`config.mk`:
```
export PLATFORM = sky130hd
export DESIGN_NAME = usb_rx_packet_parser
export DESIGN_NICKNAME = d
export VERILOG_FILES = /design/src/rtl/usb_rx_packet_parser_pkg.sv /design/src/rtl/usb_rx_packet_parser_crc16.sv /design/src/rtl/usb_rx_packet_parser.sv
export SDC_FILE = /design/constraint.sdc
export NUM_CORES = 1
export LEC_CHECK = 0
export CAP_MARGIN = 15
export CORE_MARGIN = 4
export CORE_UTILIZATION = 55
export CTS_BUF_LIST = sky130_fd_sc_hd__clkbuf_8
export DETAILED_ROUTE_END_ITERATION = 8
export PLACE_DENSITY = 0.93
export SLEW_MARGIN = 0
export SYNTH_ARGS = -nofsm -noshare
export SYNTH_HDL_FRONTEND = slang
export SYNTH_SLANG_ARGS = --single-unit
```
`constraint.sdc`:
```
create_clock -name clk -period 2.6 [get_ports clk]
set_clock_uncertainty 0.15 [all_clocks]
set_input_delay 0.39 -clock clk [delete_from_list [all_inputs] [get_ports clk]]
set_output_delay 0.39 -clock clk [all_outputs]
set_load 0.05 [all_outputs]
```
`src/rtl/usb_rx_packet_parser_pkg.sv`:
```
`default_nettype none
// ============================================================================
//  Module      : usb_pkg
//  Description : Shared types and constants for the USB RX packet parser:
//                PID encodings, parser states, SYNC byte, CRC16 residual.
//  Revision    : 1.0 - initial release
// ============================================================================
package usb_pkg;

    // 4-bit PID values as carried in the low nibble of the PID byte
    typedef enum logic [3:0] {
        PID_OUT   = 4'b0001,
        PID_IN    = 4'b1001,
        PID_SETUP = 4'b1101,
        PID_DATA0 = 4'b0011,
        PID_DATA1 = 4'b1011,
        PID_ACK   = 4'b0010,
        PID_NAK   = 4'b1010,
        PID_STALL = 4'b1110
    } pid_t;

    // Parser states
    typedef enum logic [2:0] {
        ST_IDLE = 3'd0,
        ST_PID  = 3'd1,
        ST_TOK1 = 3'd2,
        ST_TOK2 = 3'd3,
        ST_HSK  = 3'd4,
        ST_DATA = 3'd5,
        ST_ERR  = 3'd6
    } rx_state_t;

    localparam logic [7:0]  SYNC_BYTE      = 8'h80;
    localparam logic [15:0] CRC16_RESIDUAL = 16'h800D;
    localparam int          MAX_DATA_BYTES = 64;

    // A PID byte is self-checking: upper nibble is the complement of the lower
    function automatic logic pid_check_ok(input logic [7:0] b);
        return b[7:4] == ~b[3:0];
    endfunction

endpackage
`default_nettype wire

```
`src/rtl/usb_rx_packet_parser_crc16.sv`:
```
`default_nettype none
// ============================================================================
//  Module      : usb_rx_crc16
//  Description : Byte-serial USB CRC16 (x^16+x^15+x^2+1), bits consumed
//                LSB first, register preset to all ones. Feeding payload
//                plus the transmitted CRC leaves a fixed residual.
//  Revision    : 1.0 - initial release
// ============================================================================
module usb_rx_crc16 (
    input  logic        clk,
    input  logic        n_rst,
    input  logic        i_clr,
    input  logic        i_en,
    input  logic [7:0]  i_data,
    output logic [15:0] o_crc
);

    localparam logic [15:0] c_POLY = 16'h8005;
    localparam logic [15:0] c_INIT = 16'hFFFF;

    logic [15:0] r_crc;
    logic [15:0] w_next;

    // Advance the CRC over the eight bits of one byte, LSB first
    always_comb begin
        w_next = r_crc;
        for (int i = 0; i < 8; i++) begin
            w_next = {w_next[14:0], 1'b0} ^ ({16{i_data[i] ^ w_next[15]}} & c_POLY);
        end
    end

    // CRC register: preset on clear, update on each enabled byte
    always_ff @(posedge clk or negedge n_rst) begin
        if (!n_rst) begin
            r_crc <= c_INIT;
        end else if (i_clr) begin
            r_crc <= c_INIT;
        end else if (i_en) begin
            r_crc <= w_next;
        end
    end

    assign o_crc = r_crc;

endmodule
`default_nettype wire

```
`src/rtl/usb_rx_packet_parser.sv`:
```
`default_nettype none
// ============================================================================
//  Module      : usb_rx_packet_parser
//  Description : Parses the decoded USB RX byte stream: SYNC/PID validation,
//                token address/endpoint extraction, DATA payload streaming
//                through a 2-byte holding pipe that withholds the CRC16.
//                Optional macro USB_RX_CRC16_CHECK_EN enables CRC16 checking
//                of DATA packets.
//  Revision    : 1.0 - initial release
// ============================================================================
module usb_rx_packet_parser #(
    parameter int MAX_DATA_BYTES = usb_pkg::MAX_DATA_BYTES,
    parameter int OCC_W          = 7
) (
    input  logic             clk,
    input  logic             n_rst,
    input  logic [7:0]       rx_byte,
    input  logic             byte_valid,
    input  logic             eop,
    input  logic             rx_line_err,
    input  logic [OCC_W-1:0] Buffer_Occupancy,
    output logic [3:0]       rx_pid,
    output logic [6:0]       rx_addr,
    output logic [3:0]       rx_endp,
    output logic             Store_RX_Packet_Data,
    output logic [7:0]       RX_Packet_Data,
    output logic             rx_transfer_active,
    output logic             rx_packet_done,
    output logic             rx_data_ready,
    output logic             rx_error
);

    import usb_pkg::*;

    localparam int                   c_CNT_W      = $clog2(MAX_DATA_BYTES + 1);
    localparam logic [OCC_W-1:0]     c_OCC_LIMIT  = OCC_W'(MAX_DATA_BYTES);
    localparam logic [c_CNT_W-1:0]   c_PUSH_LIMIT = c_CNT_W'(MAX_DATA_BYTES);
    localparam logic [c_CNT_W-1:0]   c_CNT_ONE    = c_CNT_W'(1);

    rx_state_t          r_state;
    logic [7:0]         r_hold0;       // oldest held DATA byte
    logic [7:0]         r_hold1;       // newest held DATA byte
    logic [1:0]         r_hold_cnt;
    logic [c_CNT_W-1:0] r_push_cnt;    // payload bytes written this packet
    logic               r_tok_b1_msb;  // endpoint bit 0 rides in token byte 1
    logic               r_tok2_seen;
    logic               w_sync_accept;
    logic               w_crc_ok;

    assign w_sync_accept = (r_state == ST_IDLE) && byte_valid && !eop && (rx_byte == SYNC_BYTE);

`ifdef USB_RX_CRC16_CHECK_EN
    logic        w_crc_en;
    logic [15:0] w_crc;

    assign w_crc_en = (r_state == ST_DATA) && byte_valid && !eop && !rx_line_err;

    usb_rx_crc16 u_crc16 (
        .clk    (clk),
        .n_rst  (n_rst),
        .i_clr  (w_sync_accept),
        .i_en   (w_crc_en),
        .i_data (rx_byte),
        .o_crc  (w_crc)
    );

    assign w_crc_ok = (w_crc == CRC16_RESIDUAL);
`else
    assign w_crc_ok = 1'b1;
`endif

    // Packet FSM with registered outputs. Errors detected on the eop cycle
    // itself return straight to IDLE: the eop that ERR would wait for has
    // already been consumed.
    always_ff @(posedge clk or negedge n_rst) begin
        if (!n_rst) begin
            r_state              <= ST_IDLE;
            r_hold0              <= 8'h00;
            r_hold1              <= 8'h00;
            r_hold_cnt           <= 2'd0;
            r_push_cnt           <= '0;
            r_tok_b1_msb         <= 1'b0;
            r_tok2_seen          <= 1'b0;
            rx_pid               <= 4'h0;
            rx_addr              <= 7'h00;
            rx_endp              <= 4'h0;
            Store_RX_Packet_Data <= 1'b0;
            RX_Packet_Data       <= 8'h00;
            rx_transfer_active   <= 1'b0;
            rx_packet_done       <= 1'b0;
            rx_data_ready        <= 1'b0;
            rx_error             <= 1'b0;
        end else begin
            Store_RX_Packet_Data <= 1'b0;
            rx_packet_done       <= 1'b0;
            rx_data_ready        <= 1'b0;

            if (r_state == ST_IDLE) begin
                if (w_sync_accept) begin
                    r_state            <= ST_PID;
                    rx_transfer_active <= 1'b1;
                    rx_error           <= 1'b0;
                    r_hold_cnt         <= 2'd0;
                    r_push_cnt         <= '0;
                    r_tok2_seen        <= 1'b0;
                end
            end else if (r_state == ST_ERR) begin
                if (eop) begin
                    r_state            <= ST_IDLE;
                    rx_transfer_active <= 1'b0;
                end
            end else if (rx_line_err || (eop && byte_valid)) begin
                rx_error <= 1'b1;
                if (eop) begin
                    r_state            <= ST_IDLE;
                    rx_transfer_active <= 1'b0;
                end else begin
                    r_state <= ST_ERR;
                end
            end else if (eop) begin
                r_state            <= ST_IDLE;
                rx_transfer_active <= 1'b0;
                case (r_state)
                    ST_TOK2: begin
                        if (r_tok2_seen) rx_packet_done <= 1'b1;
                        else             rx_error       <= 1'b1;
                    end
                    ST_HSK: rx_packet_done <= 1'b1;
                    ST_DATA: begin
                        // The two held bytes are the CRC16 and are dropped
                        if (r_hold_cnt == 2'd2 && w_crc_ok) begin
                            rx_packet_done <= 1'b1;
                            rx_data_ready  <= 1'b1;
                        end else begin
                            rx_error <= 1'b1;
                        end
                    end
                    default: rx_error <= 1'b1;
                endcase
            end else if (byte_valid) begin
                case (r_state)
                    ST_PID: begin
                        if (pid_check_ok(rx_byte)) begin
                            case (rx_byte[3:0])
                                PID_OUT, PID_IN, PID_SETUP: begin
                                    rx_pid  <= rx_byte[3:0];
                                    r_state <= ST_TOK1;
                                end
                                PID_ACK, PID_NAK, PID_STALL: begin
                                    rx_pid  <= rx_byte[3:0];
                                    r_state <= ST_HSK;
                                end
                                PID_DATA0, PID_DATA1: begin
                                    rx_pid  <= rx_byte[3:0];
                                    r_state <= ST_DATA;
                                end
                                default: begin
                                    rx_error <= 1'b1;
                                    r_state  <= ST_ERR;
                                end
                            endcase
                        end else begin
                            rx_error <= 1'b1;
                            r_state  <= ST_ERR;
                        end
                    end
                    ST_TOK1: begin
                        rx_addr      <= rx_byte[6:0];
                        r_tok_b1_msb <= rx_byte[7];
                        r_state      <= ST_TOK2;
                    end
                    ST_TOK2: begin
                        if (!r_tok2_seen) begin
                            rx_endp     <= {rx_byte[2:0], r_tok_b1_msb};
                            r_tok2_seen <= 1'b1;
                        end else begin
                            rx_error <= 1'b1;
                            r_state  <= ST_ERR;
                        end
                    end
                    ST_DATA: begin
                        if (r_hold_cnt == 2'd2) begin
                            if (Buffer_Occupancy >= c_OCC_LIMIT || r_push_cnt == c_PUSH_LIMIT) begin
                                rx_error <= 1'b1;
                                r_state  <= ST_ERR;
                            end else begin
                                Store_RX_Packet_Data <= 1'b1;
                                RX_Packet_Data       <= r_hold0;
                                r_push_cnt           <= r_push_cnt + c_CNT_ONE;
                                r_hold0              <= r_hold1;
                                r_hold1              <= rx_byte;
                            end
                        end else begin
                            if (r_hold_cnt == 2'd0) r_hold0 <= rx_byte;
                            else                    r_hold1 <= rx_byte;
                            r_hold_cnt <= r_hold_cnt + 2'd1;
                        end
                    end
                    default: begin
                        rx_error <= 1'b1;
                        r_state  <= ST_ERR;
                    end
                endcase
            end
        end
    end

endmodule
`default_nettype wire

```
==> run_results.csv <==
group,metric,value,unit
drt,drtPass1Iterations,5,
sta,fmax,396,MHz
layout,n_fill_cell,276,
sta,setup_viol,0,
yosys,ys_ff_latch,58,
die,die_x,79.8,microns
grt,grt_max_degree,25,
yosys,postSynthAreaPerCell,11.1,sq um
placement,io_buffer_count,41,
yosys,synth.cell_area,2830,sq um
grt,grt_pass1_vias,2559,
yosys,synth_ff_type,"dfrtp_1",
placement,dpl.hpwl,4850,microns
placement,place.gp.congestion,0.867,
sta,slew_headroom,46.7,%
yosys,synth_top_area_cell,"dfrtp_1",
clock_network,clk_latency,0.34,ns
worst_setup_path,crit_path_frequent_cell,"a21oi_1",
sta,slew_violations,0,
layout,fin_nets,351,
power,ir_drop,0.855,mV
drt,drc,0,
die,fp.dieH,79.8,microns
layout,drive_above_1_share,25.9,%
sta,setup_ws,0.0745,ns
grt,overflow,0,
sta,fin_crit_sh,97.1,%
yosys,synthDistinctLibCells,44,
sta,setup_tns,0,ns
sta,worst-slew-pin-transition,0.800,ns
sta,finalCriticalPeriod,2.53,ns
worst_setup_path,crit_arrival,2.64,ns
power,power_density,757,nW/um^2
grt,antenna_found_initial,0,
die,die_area,6360,sq um
drt,vias,2361,
power,p_leak,0.00167,uW
clock_network,cts_sinks,58,
yosys,synth_nets,280,
worst_setup_path,path_max_fanout,9,
drt,wl_per_cell,18.5,microns
worst_setup_path,path_buf_inv,2,
worst_setup_path,critPathKind,"input port to register",
worst_setup_path,crit_chain,"clkdlybuf4s50_1 -> nor4_2 -> buf_4 -> a21oi_1 -> a311o_1 -> or4_1 -> a21oi_1",
grt,gr-usage-all-layers,25.3,%
job,maxCapViolations,0,
worst_setup_path,cp_data_required_time,2.72,ns
clock_network,clockBufferDepth,2,
drt,viasPerCell,5.92,
min_path,hold_class,"register to register",
drt,drt.antenna.violating_nets,0,
worst_setup_path,cp-end-kind,"register",
grt,grt_pass1_wl,12400,microns
yosys,netlist_instances,256,
clock_network,numCtsBuffers,9,
die,coreArea,4850,sq um
sta,hold_viol,0,
layout,n_antenna_cell,0,
placement,pre_cts_ws,-0.224,ns
die,io_pins,48,
status,status,"complete, no violations",
worst_setup_path,cp_slowest_stage_delay,0.54,ns
yosys,synth_seq_area_share,51.2,%
yosys,synthTopCellsByArea,"dfrtp_1 51%, mux2_2 12%, o21ai_0 3.4%",
layout,final_util,76.0,%
drt,dr.first_iter.drc_count,316,
die,start_util,58.5,%
clock_network,tritoncts,"done",
clock_network,htreeDepth,3,
worst_setup_path,cp_top_family,"simple AND/OR/NAND/NOR gates",
layout,syn_to_final_growth,30.0,%
drt,routed_wl,7390,microns
yosys,synth_edf_count,0,
yosys,netlist.area_leader.share,51.2,%
die,std_cell_rows,25,
yosys,yosysWarnings,0,
yosys,ys_async_sr_fraction,100,%
worst_setup_path,critPathLaunchType,"input port",
worst_setup_path,crit_slowest_cell,"or4_1",
clock_network,post_cts_buffers,0,
clock_network,cts_root_buffer,"clkbuf_8",
clock_network,clkSlewWorstSetupHoldPaths,0.07,ns
-- cells in the final DEF, fill, tap and decap left out, types with 2 or more instances in the layout --
cell and instances:
o22ai_1 3, nor2b_1 2, o31ai_1 7, ha_1 4, buf_4 32, nand3_1 8, dfrtp_1 58, nand2_1 18
nor4_1 2, nand2b_1 4, mux2i_1 9, clkinv_2 3, mux2_2 31, xor2_1 5, a211oi_1 5, nor2_1 11
clkinvlp_4 2, and3_1 2, and2_1 2, or4_1 5, clkbuf_8 10, clkdlybuf4s50_1 40, inv_1 13, o21ai_0 19
a21oi_1 10, nor3_1 4
-- layer usage --
layer	track usage [%]	part of all wire [%]	vias up
met5	0	0	-
met4	11.3	2.9	0
met3	8.24	7.3	27
met2	42.3	51	119
met1	29.7	39	1152
li1	-	-	1063
-- worst paths after layout --
kind	cells past startpoint	end	slack (ns)	start
setup reg to reg	5	rx_pid[1]$_DFFE_PN0P_	0.21	r_state[0]$_DFFE_PN0P_
max in group asynchronous	3	r_push_cnt[6]$_DFFE_PN0P_	1.25	n_rst
hold / removal	2	r_hold0[0]$_DFFE_PN0P_	0.33	r_hold0[0]$_DFFE_PN0P_
hold reg to reg	2	r_hold0[0]$_DFFE_PN0P_	0.33	r_hold0[0]$_DFFE_PN0P_
setup / recovery	7	r_push_cnt[5]$_DFFE_PN0P_	0.07	rx_byte[6]
min in group asynchronous	2	rx_addr[6]$_DFFE_PN0P_	0.40	n_rst
-- tightest hold or removal path, cell delays in order, from the launching register on --
cell     delay (ns)
dfrtp_1        0.35
nand2_1        0.05
o21ai_0        0.06
-- where the power goes --
part	internal, uW	total, uW	switching, uW	leakage (uW)
registers	1030	1150	124	0.000784
clock network	362	731	369	0.0000892
logic	345	908	563	0.000794
-- cell type report --
type,count,area (sq um),share of cell area [%]
sequential,58,1450,39.4
multi-input combinational,172,1280,34.6
timing repair buffer,74,656,17.8
clock buffer,10,138,3.74
tap,67,83.8,2.28
inverter,12,45.0,1.22
clock inverter,6,33.8,0.917
-- cell families after synthesis --
| kind of cell | after synthesis | share of synthesized area (%) |
|---|---|---|
| AND/OR/NAND/NOR | 67 | 12.8 |
| adder cells (fa/ha/maj) | 4 | 1.77 |
| multiplexers | 40 | 15.5 |
| buffers and inverters | 26 | 4.06 |
| XOR/XNOR | 5 | 1.55 |
| flip-flops | 58 | 51.2 |
| AO/OA/AOI/OAI | 56 | 13.2 |
-- state kept, by name, indices dropped and copies added (netlist names), 2 cells and up --
signal and count:
rx_addr 7, r_hold1 8, r_push_cnt 7, rx_pid 4, r_hold_cnt 2, RX_Packet_Data 8, rx_endp 4, r_state 3
r_hold0 8
-- synth_stat cells (2+ instances only) --
cell / n
nor2b_1: 3
ha_1: 4
buf_2: 2
nand3_1: 8
o22ai_1: 3
mux2_2: 31
and3_1: 2
xor2_1: 5
buf_6: 2
a211oi_1: 5
inv_1: 12
clkbuf_1: 8
nor4_1: 3
or4_1: 5
nor3_1: 4
nand2b_1: 4
a21oi_1: 10
o21ai_0: 19
mux2i_1: 9
and2_1: 2
nand2_1: 18
dfrtp_1: 58
nor2_1: 11
buf_1: 2
o31ai_1: 7
-- per-stage QoR --
step                      hold WS (ns)  power, uW  instances  instance area (sq um)
final                            0.332       2790        399                   3680
after global routing             0.361       2930        399                   3680
after CTS                        0.336       2760        399                   3670
after detailed placement         0.234       2020        382                   3490
after global placement           0.222       1970        382                   3490
after floorplan                -0.0556       1710        256                   2830
-- timing repair --
| action | CTS | global route |
|---|---|---|
| endpoints found under the hold margin | 22 | 0 |
| gates resized for setup | 0 | 2 |
| hold buffers | 1 | 0 |
| endpoints found under the setup margin | 0 | 3 |
(Power assumes the default switching activity.)
